$ cat config.mk
export PLATFORM = sky130hd
export DESIGN_NAME = cache_refill_engine
export DESIGN_NICKNAME = d
export VERILOG_FILES = /design/src/rtl/cache_pkg.sv /design/src/rtl/cache_refill_engine_miss_fifo.sv /design/src/rtl/cache_refill_engine.sv
export SDC_FILE = /design/constraint.sdc
export NUM_CORES = 1
export LEC_CHECK = 0
export CAP_MARGIN = 10
export CELL_PAD_IN_SITES_DETAIL_PLACEMENT = 1
export CELL_PAD_IN_SITES_GLOBAL_PLACEMENT = 2
export CORE_MARGIN = 1.5
export CORE_UTILIZATION = 35
export CTS_CLUSTER_SIZE = 16
export DETAILED_ROUTE_END_ITERATION = 12
export PLACE_DENSITY_LB_ADDON = 0.1
export SLEW_MARGIN = 20
export SYNTH_ARGS = -nofsm -noshare
export SYNTH_HDL_FRONTEND = slang
export SYNTH_HIERARCHICAL = 1
export SYNTH_SLANG_ARGS = --single-unit
$ cat constraint.sdc
create_clock -name clk -period 3.9 [get_ports clk]
set_input_delay 0.78 -clock clk [delete_from_list [all_inputs] [get_ports clk]]
set_output_delay 0.78 -clock clk [all_outputs]
set_load 0.02 [all_outputs]
$ cat src/rtl/cache_pkg.sv
// Shared definitions for the cache controller and its refill engine.
//   - refill_state_e : refill FSM state encoding
//   - CACHE_ADDR_WIDTH / CACHE_LINE_SIZE : default line address / line widths
package cache_pkg;

  localparam int unsigned CACHE_ADDR_WIDTH = 8;
  localparam int unsigned CACHE_LINE_SIZE  = 32;

  typedef enum logic [1:0] {
    IDLE = 2'd0,
    REQ  = 2'd1,
    WAIT = 2'd2,
    FILL = 2'd3
  } refill_state_e;

endpackage

$ cat src/rtl/cache_refill_engine_miss_fifo.sv
// refill_miss_fifo: circular miss queue with an associative address match.
//   clk, rst   : clock, async active-high reset
//   push       : store push_data at the tail (caller guarantees !full)
//   pop        : drop the head entry (caller guarantees !empty)
//   cmp_addr   : address compared against every valid entry
//   head       : current head entry
//   empty/full : derived from pointers one bit wider than the index
//   match      : cmp_addr equals some valid entry
module refill_miss_fifo #(
  parameter int unsigned WIDTH = 8,
  parameter int unsigned DEPTH = 4
) (
  input  logic             clk,
  input  logic             rst,
  input  logic             push,
  input  logic [WIDTH-1:0] push_data,
  input  logic             pop,
  input  logic [WIDTH-1:0] cmp_addr,
  output logic [WIDTH-1:0] head,
  output logic             empty,
  output logic             full,
  output logic             match
);

  localparam int unsigned AW = $clog2(DEPTH);

  logic [WIDTH-1:0] mem_q [DEPTH];
  logic [WIDTH-1:0] mem_d [DEPTH];
  logic [AW:0]      wr_ptr_q, wr_ptr_d;
  logic [AW:0]      rd_ptr_q, rd_ptr_d;
  logic [AW:0]      count;

  assign empty = (wr_ptr_q == rd_ptr_q);
  assign full  = (wr_ptr_q[AW] != rd_ptr_q[AW]) &&
                 (wr_ptr_q[AW-1:0] == rd_ptr_q[AW-1:0]);
  assign head  = mem_q[rd_ptr_q[AW-1:0]];
  assign count = wr_ptr_q - rd_ptr_q;

  always_comb begin
    mem_d    = mem_q;
    wr_ptr_d = wr_ptr_q;
    rd_ptr_d = rd_ptr_q;
    if (push) begin
      mem_d[wr_ptr_q[AW-1:0]] = push_data;
      wr_ptr_d = wr_ptr_q + 1'b1;
    end
    if (pop) begin
      rd_ptr_d = rd_ptr_q + 1'b1;
    end
  end

  // Slot i is live when its distance from the head is below the occupancy.
  always_comb begin
    logic [AW-1:0] off;
    match = 1'b0;
    for (int unsigned i = 0; i < DEPTH; i++) begin
      off = AW'(i) - rd_ptr_q[AW-1:0];
      if (((AW+1)'(off) < count) && (mem_q[i] == cmp_addr)) begin
        match = 1'b1;
      end
    end
  end

  always_ff @(posedge clk or posedge rst) begin
    if (rst) begin
      for (int unsigned i = 0; i < DEPTH; i++) begin
        mem_q[i] <= '0;
      end
      wr_ptr_q <= '0;
      rd_ptr_q <= '0;
    end else begin
      mem_q    <= mem_d;
      wr_ptr_q <= wr_ptr_d;
      rd_ptr_q <= rd_ptr_d;
    end
  end

endmodule

$ cat src/rtl/cache_refill_engine.sv
// cache_refill_engine: queues read misses (duplicates suppressed), fetches
// each line from memory one request at a time and writes it into the cache.
//   miss_valid/miss_addr/miss_ready          : miss intake from controller
//   mem_req_valid/mem_req_addr/mem_req_ready : memory fetch request
//   mem_resp_valid/mem_resp_data             : single-cycle fetch response
//   fill_wr_en/fill_addr/fill_data           : cache write port
//   timeout_err : one-cycle pulse when a request is abandoned
//   busy        : FSM active or queue non-empty
module cache_refill_engine
  import cache_pkg::*;
#(
  parameter int unsigned LINE_SIZE  = CACHE_LINE_SIZE,
  parameter int unsigned ADDR_WIDTH = CACHE_ADDR_WIDTH,
  parameter int unsigned MISS_DEPTH = 4,
  parameter int unsigned TIMEOUT    = 64
) (
  input  logic                  clk,
  input  logic                  rst,
  input  logic                  miss_valid,
  input  logic [ADDR_WIDTH-1:0] miss_addr,
  output logic                  miss_ready,
  output logic                  mem_req_valid,
  output logic [ADDR_WIDTH-1:0] mem_req_addr,
  input  logic                  mem_req_ready,
  input  logic                  mem_resp_valid,
  input  logic [LINE_SIZE-1:0]  mem_resp_data,
  output logic                  fill_wr_en,
  output logic [ADDR_WIDTH-1:0] fill_addr,
  output logic [LINE_SIZE-1:0]  fill_data,
  output logic                  timeout_err,
  output logic                  busy
);

  localparam int unsigned CW = $clog2(TIMEOUT);

  refill_state_e         state_q, state_d;
  logic [ADDR_WIDTH-1:0] cur_addr_q, cur_addr_d;
  logic [LINE_SIZE-1:0]  cur_data_q, cur_data_d;
  logic [ADDR_WIDTH-1:0] fill_addr_q, fill_addr_d;
  logic [CW-1:0]         cnt_q, cnt_d;
  logic                  err_q, err_d;

  logic                  q_empty, q_full, q_match, q_push, q_pop;
  logic [ADDR_WIDTH-1:0] q_head;
  logic                  dup;

  // A miss already queued or already being fetched completes its handshake
  // but is not stored again.
  assign dup    = q_match || ((state_q != IDLE) && (miss_addr == cur_addr_q));
  assign q_push = miss_valid && !q_full && !dup;

  refill_miss_fifo #(
    .WIDTH (ADDR_WIDTH),
    .DEPTH (MISS_DEPTH)
  ) u_miss_fifo (
    .clk       (clk),
    .rst       (rst),
    .push      (q_push),
    .push_data (miss_addr),
    .pop       (q_pop),
    .cmp_addr  (miss_addr),
    .head      (q_head),
    .empty     (q_empty),
    .full      (q_full),
    .match     (q_match)
  );

  always_comb begin
    state_d     = state_q;
    cur_addr_d  = cur_addr_q;
    cur_data_d  = cur_data_q;
    fill_addr_d = fill_addr_q;
    cnt_d       = cnt_q;
    err_d       = 1'b0;
    q_pop       = 1'b0;
    case (state_q)
      IDLE: begin
        if (!q_empty) begin
          q_pop      = 1'b1;
          cur_addr_d = q_head;
          state_d    = REQ;
        end
      end
      REQ: begin
        if (mem_req_ready) begin
          cnt_d   = '0;
          state_d = WAIT;
        end
      end
      WAIT: begin
        cnt_d = cnt_q + CW'(1);
        // Response takes priority over a coinciding timeout.
        if (mem_resp_valid) begin
          cur_data_d  = mem_resp_data;
          fill_addr_d = cur_addr_q;
          state_d     = FILL;
        end else if (cnt_q == CW'(TIMEOUT - 1)) begin
          err_d   = 1'b1;
          state_d = IDLE;
        end
      end
      FILL: begin
        state_d = IDLE;
      end
      default: state_d = IDLE;
    endcase
  end

  always_ff @(posedge clk or posedge rst) begin
    if (rst) begin
      state_q     <= IDLE;
      cur_addr_q  <= '0;
      cur_data_q  <= '0;
      fill_addr_q <= '0;
      cnt_q       <= '0;
      err_q       <= 1'b0;
    end else begin
      state_q     <= state_d;
      cur_addr_q  <= cur_addr_d;
      cur_data_q  <= cur_data_d;
      fill_addr_q <= fill_addr_d;
      cnt_q       <= cnt_d;
      err_q       <= err_d;
    end
  end

  assign miss_ready    = !q_full;
  assign mem_req_valid = (state_q == REQ);
  assign mem_req_addr  = cur_addr_q;
  assign fill_wr_en    = (state_q == FILL);
  assign fill_addr     = fill_addr_q;
  assign fill_data     = cur_data_q;
  assign timeout_err   = err_q;
  assign busy          = (state_q != IDLE) || !q_empty;

endmodule

==> results of run 1 <==
[worst max-delay path, delay by kind of cell (launching register included)]
family          cells  cell delay (ns)
fa+ha+maj           3             1.01
simple gates        6             0.82
compound gates      2             0.46
flops               1             0.44
mux                 1             0.37
buf+inv             3             0.30
[worst paths after layout]
check,cells after the start,end,slack [ns],startpoint
worst max-delay path,15,u_miss_fifo/mem_q[9],0.39,u_miss_fifo/wr_ptr_q[0]
worst min-delay path,1,fill_addr[2],0.49,fill_addr[2]
worst max register to register,15,u_miss_fifo/mem_q[9],0.39,u_miss_fifo/wr_ptr_q[0]
worst min register to register,1,fill_addr[2],0.49,fill_addr[2]
max in group asynchronous,3,fill_data[9],2.57,rst
min in group asynchronous,2,fill_data[3],0.72,rst
[Yosys cell counts]
| cell type | instances |
|---|---|
| a21oi_1 | 12 |
| a311oi_1 | 3 |
| and2_1 | 2 |
| and2b_2 | 1 |
| and4_1 | 1 |
| buf_2 | 3 |
| buf_6 | 4 |
| clkbuf_1 | 2 |
| dfrtp_1 | 95 |
| fa_1 | 1 |
| ha_1 | 14 |
| inv_1 | 13 |
| mux2_1 | 15 |
| mux2_2 | 41 |
| mux2_4 | 24 |
| mux4_2 | 8 |
| nand2_1 | 14 |
| nand2_4 | 1 |
| nand3_1 | 1 |
| nand4_1 | 3 |
| nor2_1 | 12 |
| nor2b_1 | 1 |
| nor3_4 | 1 |
| nor3b_1 | 2 |
| nor4_1 | 9 |
| o211ai_1 | 4 |
| o21ai_0 | 5 |
| o22ai_1 | 3 |
| xnor2_1 | 7 |
| xor2_1 | 39 |
[power groups by stage]
stage	registers (mW)	clock network [mW]	logic, mW
2_1_floorplan	2.10	0	1.50
3_3_place_gp	1.88	0	2.73
3_5_place_dp	1.90	0	2.77
4_1_cts	1.89	0.858	2.78
5_1_grt	1.97	0.892	2.99
6_report	1.89	0.822	2.74
[cell type report]
class / count / area, sq um / area share, %
clock buffer: 13 / 250 / 4.08
clock inverter: 3 / 18.8 / 0.306
inverter: 13 / 48.8 / 0.797
multi-input combinational: 224 / 2190 / 35.8
sequential: 95 / 2380 / 38.8
tap: 176 / 220 / 3.59
timing repair buffer: 103 / 1020 / 16.6
[per-stage QoR]
stage	cells	instance area (sq um)	total power, mW
after CTS	627	6120	5.53
final	627	6130	5.45
after floorplan	341	4680	3.59
after detailed placement	611	5850	4.67
after global routing	627	6130	5.85
after global placement	611	5850	4.61
[registers in the layout (all words and copies together), names as in the netlist]
name / flops
cnt_q: 6
fill_addr: 8
fill_data: 32
state_q: 2
mem_req_addr: 8
timeout_err: 1
u_miss_fifo/wr_ptr_q: 3
u_miss_fifo/mem_q: 32
u_miss_fifo/rd_ptr_q: 3
[routing by layer]
metal / vias up / track usage (%)
li1: 1415 / -
met1: 1536 / 24.2
met2: 80 / 27.9
met3: 18 / 5.07
met4: 0 / 5.72
met5: - / 0
[cells by family (layout without fill, tap and decap cells)]
| kind of cell | Yosys count | in the layout |
|---|---|---|
| flip-flops | 95 | 95 |
| AO/OA/AOI/OAI | 27 | 27 |
| multiplexers | 88 | 88 |
| XOR/XNOR | 46 | 46 |
| buffers and inverters | 22 | 132 |
| adder cells (fa/ha/maj) | 15 | 15 |
| AND/OR/NAND/NOR | 48 | 48 |
==> impl_results.md, run 1 <==
* Worst-Margin Slew at 0.733 ns
* Vias in the first global route at 3345
* Amount of wire on met2 after detailed routing at 5.44 mm
* Mean Syn Cell Area at 13.7 sq um
* Number of detailed-routing iterations run before antenna repair at 4
* TritonCTS clock tree: done
* Wire length of the first global-routing pass at 19.4 mm
* Sequential share of power at 34.6%
* LEAKAGE at 2.68 nW
* Fraction of the mapped netlist area in compound gates at 3.42%
* Power share of the combinational group at 50.3%
* Run status: completed
* Area share of the largest cell type after synthesis at 50.8%
* Commonest non-fill, non-tap cells in the layout: clkdlybuf4s50_1, dfrtp_1, mux2_2
* Number of library cell types mapped by synthesis at 30
* Final setup skew at 0.00576 ns
* CTS root buf: clkbuf_16
* Worst vdd rail ir drop at 0.304 mV
* Sort of element at the start of the critical path: register
* Final antenna-violating net count at 0
* Area of the die at 14100 sq um
* Congestion Overflow GR at 0
* Post-synth top area cell: dfrtp_1
* Net count of the mapped netlist at 401
* List of cells traversed by the critical path: inv_1 > ha_1 > inv_1 > fa_1 > inv_1 > ha_1 > nor2_1 > nor2_1 > o211ai_1 > nand4_1 > nor2_1 > nand2_1 > a21oi_2 > nand2_1 > mux2_2
* Post-layout min period at 3.51 ns
* Setup TNS at 0 ns
* Clk sink count at 95
* Max Cap Viol at 0
* Ratio of total power to cell area at 890 nW/um^2
* Max Transition Viols Final at 0
* Horiz. Die Dim at 119 um
* Slew HR at 51.2%
* Ratio of cells with drive above 1 in the final layout at 22.0%
* Total net switching power at 2.08 mW
* Count of yosys warnings during synthesis at 6
* Mux contribution to synthesized area at 25.0%
* CORE AREA at 13100 sq um
* Largest stage delay on the critical path at 0.53 ns
* Io pins at 98
* Required time at the endpoint of the critical path at 4.13 ns
* Worst hold path class: reg2reg
* Number of inserted filler cells in the final layout at 1377
* Area share of and/or/nand/nor cells after synthesis at 5.48%
* Antenna diode count at 0
* Achievable frequency at 285 MHz
* Sum of routed wire length over all layers at 11.7 mm
* Number of vias in the routed layout at 3049
* Die Y at 119 um
* Buffers on Ports at 97
* Final setup violation count at 0
* Syn Std Cell Area at 4680 sq um
* Layout net count at 506
* Type of destination of the critical path: register
* Insertion delay to the later sink of the worst-skew pair at 0.35 ns
* Max H-tree Level at 3
* Kind of critical path: reg2reg
* Clock transition at path regs at 0.06 ns
* Number of antenna violations at the first check in global routing at 0
* Routed met3 length at 509 um
* Gate Count Post-Synth at 341
* Buffer levels on the longest clock path at 2
* Number of hold-repair buffers added at the cts stage at 0
* DRT iter0 DRCs at 129
* Post_cts resized at 0
* Worst hold slack after final layout at 0.490 ns
* HPWL Detailed at 8.56 mm
* DR vias/cell at 4.86
* Clk pwr share at 15.1%
* Routability-driven placement congestion ratio at 0.817
* Total routing usage reported by global routing at 17.9%
* Fraction of synthesized cell area in xor and xnor cells at 8.61%
* Cell with the biggest individual delay on the critical path: fa_1
* Critical path arrival at 3.74 ns
* Combinational family with the most area after synthesis: multiplexers
* Most area-consuming cells after synthesis: dfrtp_1, mux2_2, mux2_4, xor2_1, mux4_2
* Num CTS Buffers at 9
* Post-CTS setup-driven buffer insertion count at 0
* Metal-1 WL at 5.48 mm
* Per-cell routed wire length at 18.6 um
* DR DRC count at 0
* Most common library cell in the layout ignoring fill and taps: clkdlybuf4s50_1
* Flop and latch count out of synthesis at 95
* Effective utilization at floorplan at 35.6%
* Hold Violations, Final at 0
* Row count at 42
* Final Worst Setup Slack at 0.391 ns
* P&R area growth vs syn at 30.9%
* Switching power share of the total at 38.1%
* Post-synthesis share of cell area spent on full adders, half adders and majority gates at 4.17%
* Internal power at 3.38 mW
* Uppermost layer routed: met4
* RSZ-0062 raised after global routing: false
* Post-route fraction of the period consumed by the critical path at 90.0%
* Max Fanout on Critical Path at 8
* Maximum number of pins on one net before global-route repair at 42
* Share of the yosys chip area belonging to registers at 50.8%
* Final standard cell utilization of the core at 46.6%
* Worst slack at placement at 0.174 ns
(Power assumes the default switching activity.)
==> run 2, diff against run 1 <==
--- a/config.mk
+++ b/config.mk
@@ -12,9 +12,10 @@
 export CORE_UTILIZATION = 35
 export CTS_CLUSTER_SIZE = 16
 export DETAILED_ROUTE_END_ITERATION = 12
-export PLACE_DENSITY_LB_ADDON = 0.1
+export PLACE_DENSITY = 0.84
 export SLEW_MARGIN = 20
 export SYNTH_ARGS = -nofsm -noshare
 export SYNTH_HDL_FRONTEND = slang
 export SYNTH_HIERARCHICAL = 1
 export SYNTH_SLANG_ARGS = --single-unit
+export TNS_END_PERCENT = 50
==> impl_results.md, run 2 (synthesis gave the netlist of run 1 again) <==
* Vias in the first global route at 3351
* Max H-tree Level at 3
* Row count at 42
* Final instance area at 6130 sq um
* Final setup violation count at 0
* Final antenna-violating net count at 0
* Number of inserted filler cells in the final layout at 1377
* LEAKAGE at 2.67 nW
* RSZ-0062 raised after global routing: false
* Layout net count at 504
* Sort of element at the start of the critical path: register
* Kind of critical path: reg2reg
* P&R area growth vs syn at 30.9%
* DR vias/cell at 4.88
* Insertion delay to the later sink of the worst-skew pair at 0.35 ns
* Type of destination of the critical path: register
* Io pins at 98
* HPWL Detailed at 8.41 mm
* Worst vdd rail ir drop at 0.305 mV
* Total routing usage reported by global routing at 17.8%
* Sum of routed wire length over all layers at 11.5 mm
* Effective utilization at floorplan at 35.6%
* Number of antenna violations at the first check in global routing at 0
* Area of the die at 14100 sq um
* Final standard cell utilization of the core at 46.6%
* Commonest non-fill, non-tap cells in the layout: clkdlybuf4s50_1, dfrtp_1, mux2_2
* Clk sink count at 95
* Buffer levels on the longest clock path at 2
* Cell Area, Placed at 5830 sq um
* Number of detailed-routing iterations run before antenna repair at 4
* Post-route fraction of the period consumed by the critical path at 90.7%
* Congestion Overflow GR at 0
* Critical path arrival at 3.76 ns
* Horiz. Die Dim at 119 um
* Max Transition Viols Final at 0
* Post-CTS setup-driven buffer insertion count at 0
* Antenna diode count at 0
* DR DRC count at 0
* CTS root buf: clkbuf_16
* Slew HR at 36.1%
* Maximum number of pins on one net before global-route repair at 47
* Wire length of the first global-routing pass at 19.1 mm
* Worst-Margin Slew at 0.958 ns
* DRT iter0 DRCs at 160
* Routability-driven placement congestion ratio at 0.819
* TritonCTS clock tree: done
* Per-cell routed wire length at 18.5 um
* Max Cap Viol at 0
* Die Y at 119 um
* Post-layout min period at 3.54 ns
* Flip-flop and latch area at 2380 sq um
* Most common library cell in the layout ignoring fill and taps: clkdlybuf4s50_1
* Run status: completed
* Num CTS Buffers at 9
* Clock transition at path regs at 0.06 ns
* Ratio of cells with drive above 1 in the final layout at 22.0%
* Number of vias in the routed layout at 3053
* Worst hold path class: reg2reg
* Setup TNS at 0 ns
* Buffers on Ports at 97
* Number of hold-repair buffers added at the cts stage at 0
* Achievable frequency at 283 MHz
* Required time at the endpoint of the critical path at 4.13 ns
* Overall power at 5.48 mW
* Final setup skew at 0.00582 ns
* Post_cts resized at 0
* Multi-input combinational cell area at 2190 sq um
* Hold Violations, Final at 0
* Max Fanout on Critical Path at 8
* CORE AREA at 13100 sq um
* Ratio of total power to cell area at 895 nW/um^2
==> run 2: worst paths after layout <==
kind / from / to / slack (ns) / depth (start not counted)
min in group asynchronous: rst / u_miss_fifo/mem_q[7] / 0.90 / 3
setup / recovery: u_miss_fifo/wr_ptr_q[0] / u_miss_fifo/mem_q[25] / 0.36 / 15
setup reg to reg: u_miss_fifo/wr_ptr_q[0] / u_miss_fifo/mem_q[25] / 0.36 / 15
max in group asynchronous: rst / mem_req_addr[7] / 2.13 / 3
hold / removal: fill_data[9] / fill_data[9] / 0.49 / 1
hold reg to reg: fill_data[9] / fill_data[9] / 0.49 / 1
==> run 2: metrics by stage <==
step / hold WS (ns) / cells / setup slack (ns)
3_5_place_dp: 0.482 / 609 / 0.127
4_1_cts: 0.498 / 625 / 0.0607
6_report: 0.491 / 625 / 0.364
5_1_grt: 0.519 / 625 / 0.112
3_3_place_gp: 0.473 / 609 / 0.266
2_1_floorplan: 0.464 / 341 / 0.842
==> run 2: critical path: stages (launching register included) <==
cell      delay [ns]
dfrtp_1         0.44
inv_1           0.13
ha_1            0.18
inv_1           0.08
fa_1            0.54
inv_1           0.10
ha_1            0.30
nor2_1          0.10
nor2_1          0.06
o211ai_1        0.16
nand4_1         0.13
nor2_1          0.13
nand2_1         0.08
a21oi_2         0.29
nand2_1         0.33
mux2_2          0.37
==> run 2: per-layer routing <==
layer  vias to the layer above  global-route usage [%]  routed length [um]
met2                        88                    27.6                5500
li1                       1415                       -                   -
met1                      1533                    24.1                5270
met3                        17                    4.30                 537
met4                         0                    6.63                 240
met5                         -                       0                   0
==> run 2: power breakdown <==
part	internal (mW)	switching, mW	total, mW
registers	1.47	0.431	1.90
clock network	0.468	0.376	0.845
logic	1.46	1.28	2.73
total	3.40	2.08	5.48
==> run 2: area by class of cell <==
cell class / count / share of cell area [%]
Inverter: 13 / 0.796
Tap cell: 176 / 3.59
Clock inverter: 4 / 0.470
Multi-Input combinational cell: 224 / 35.8
Timing Repair Buffer: 101 / 16.3
Sequential cell: 95 / 38.8
Clock buffer: 12 / 4.19
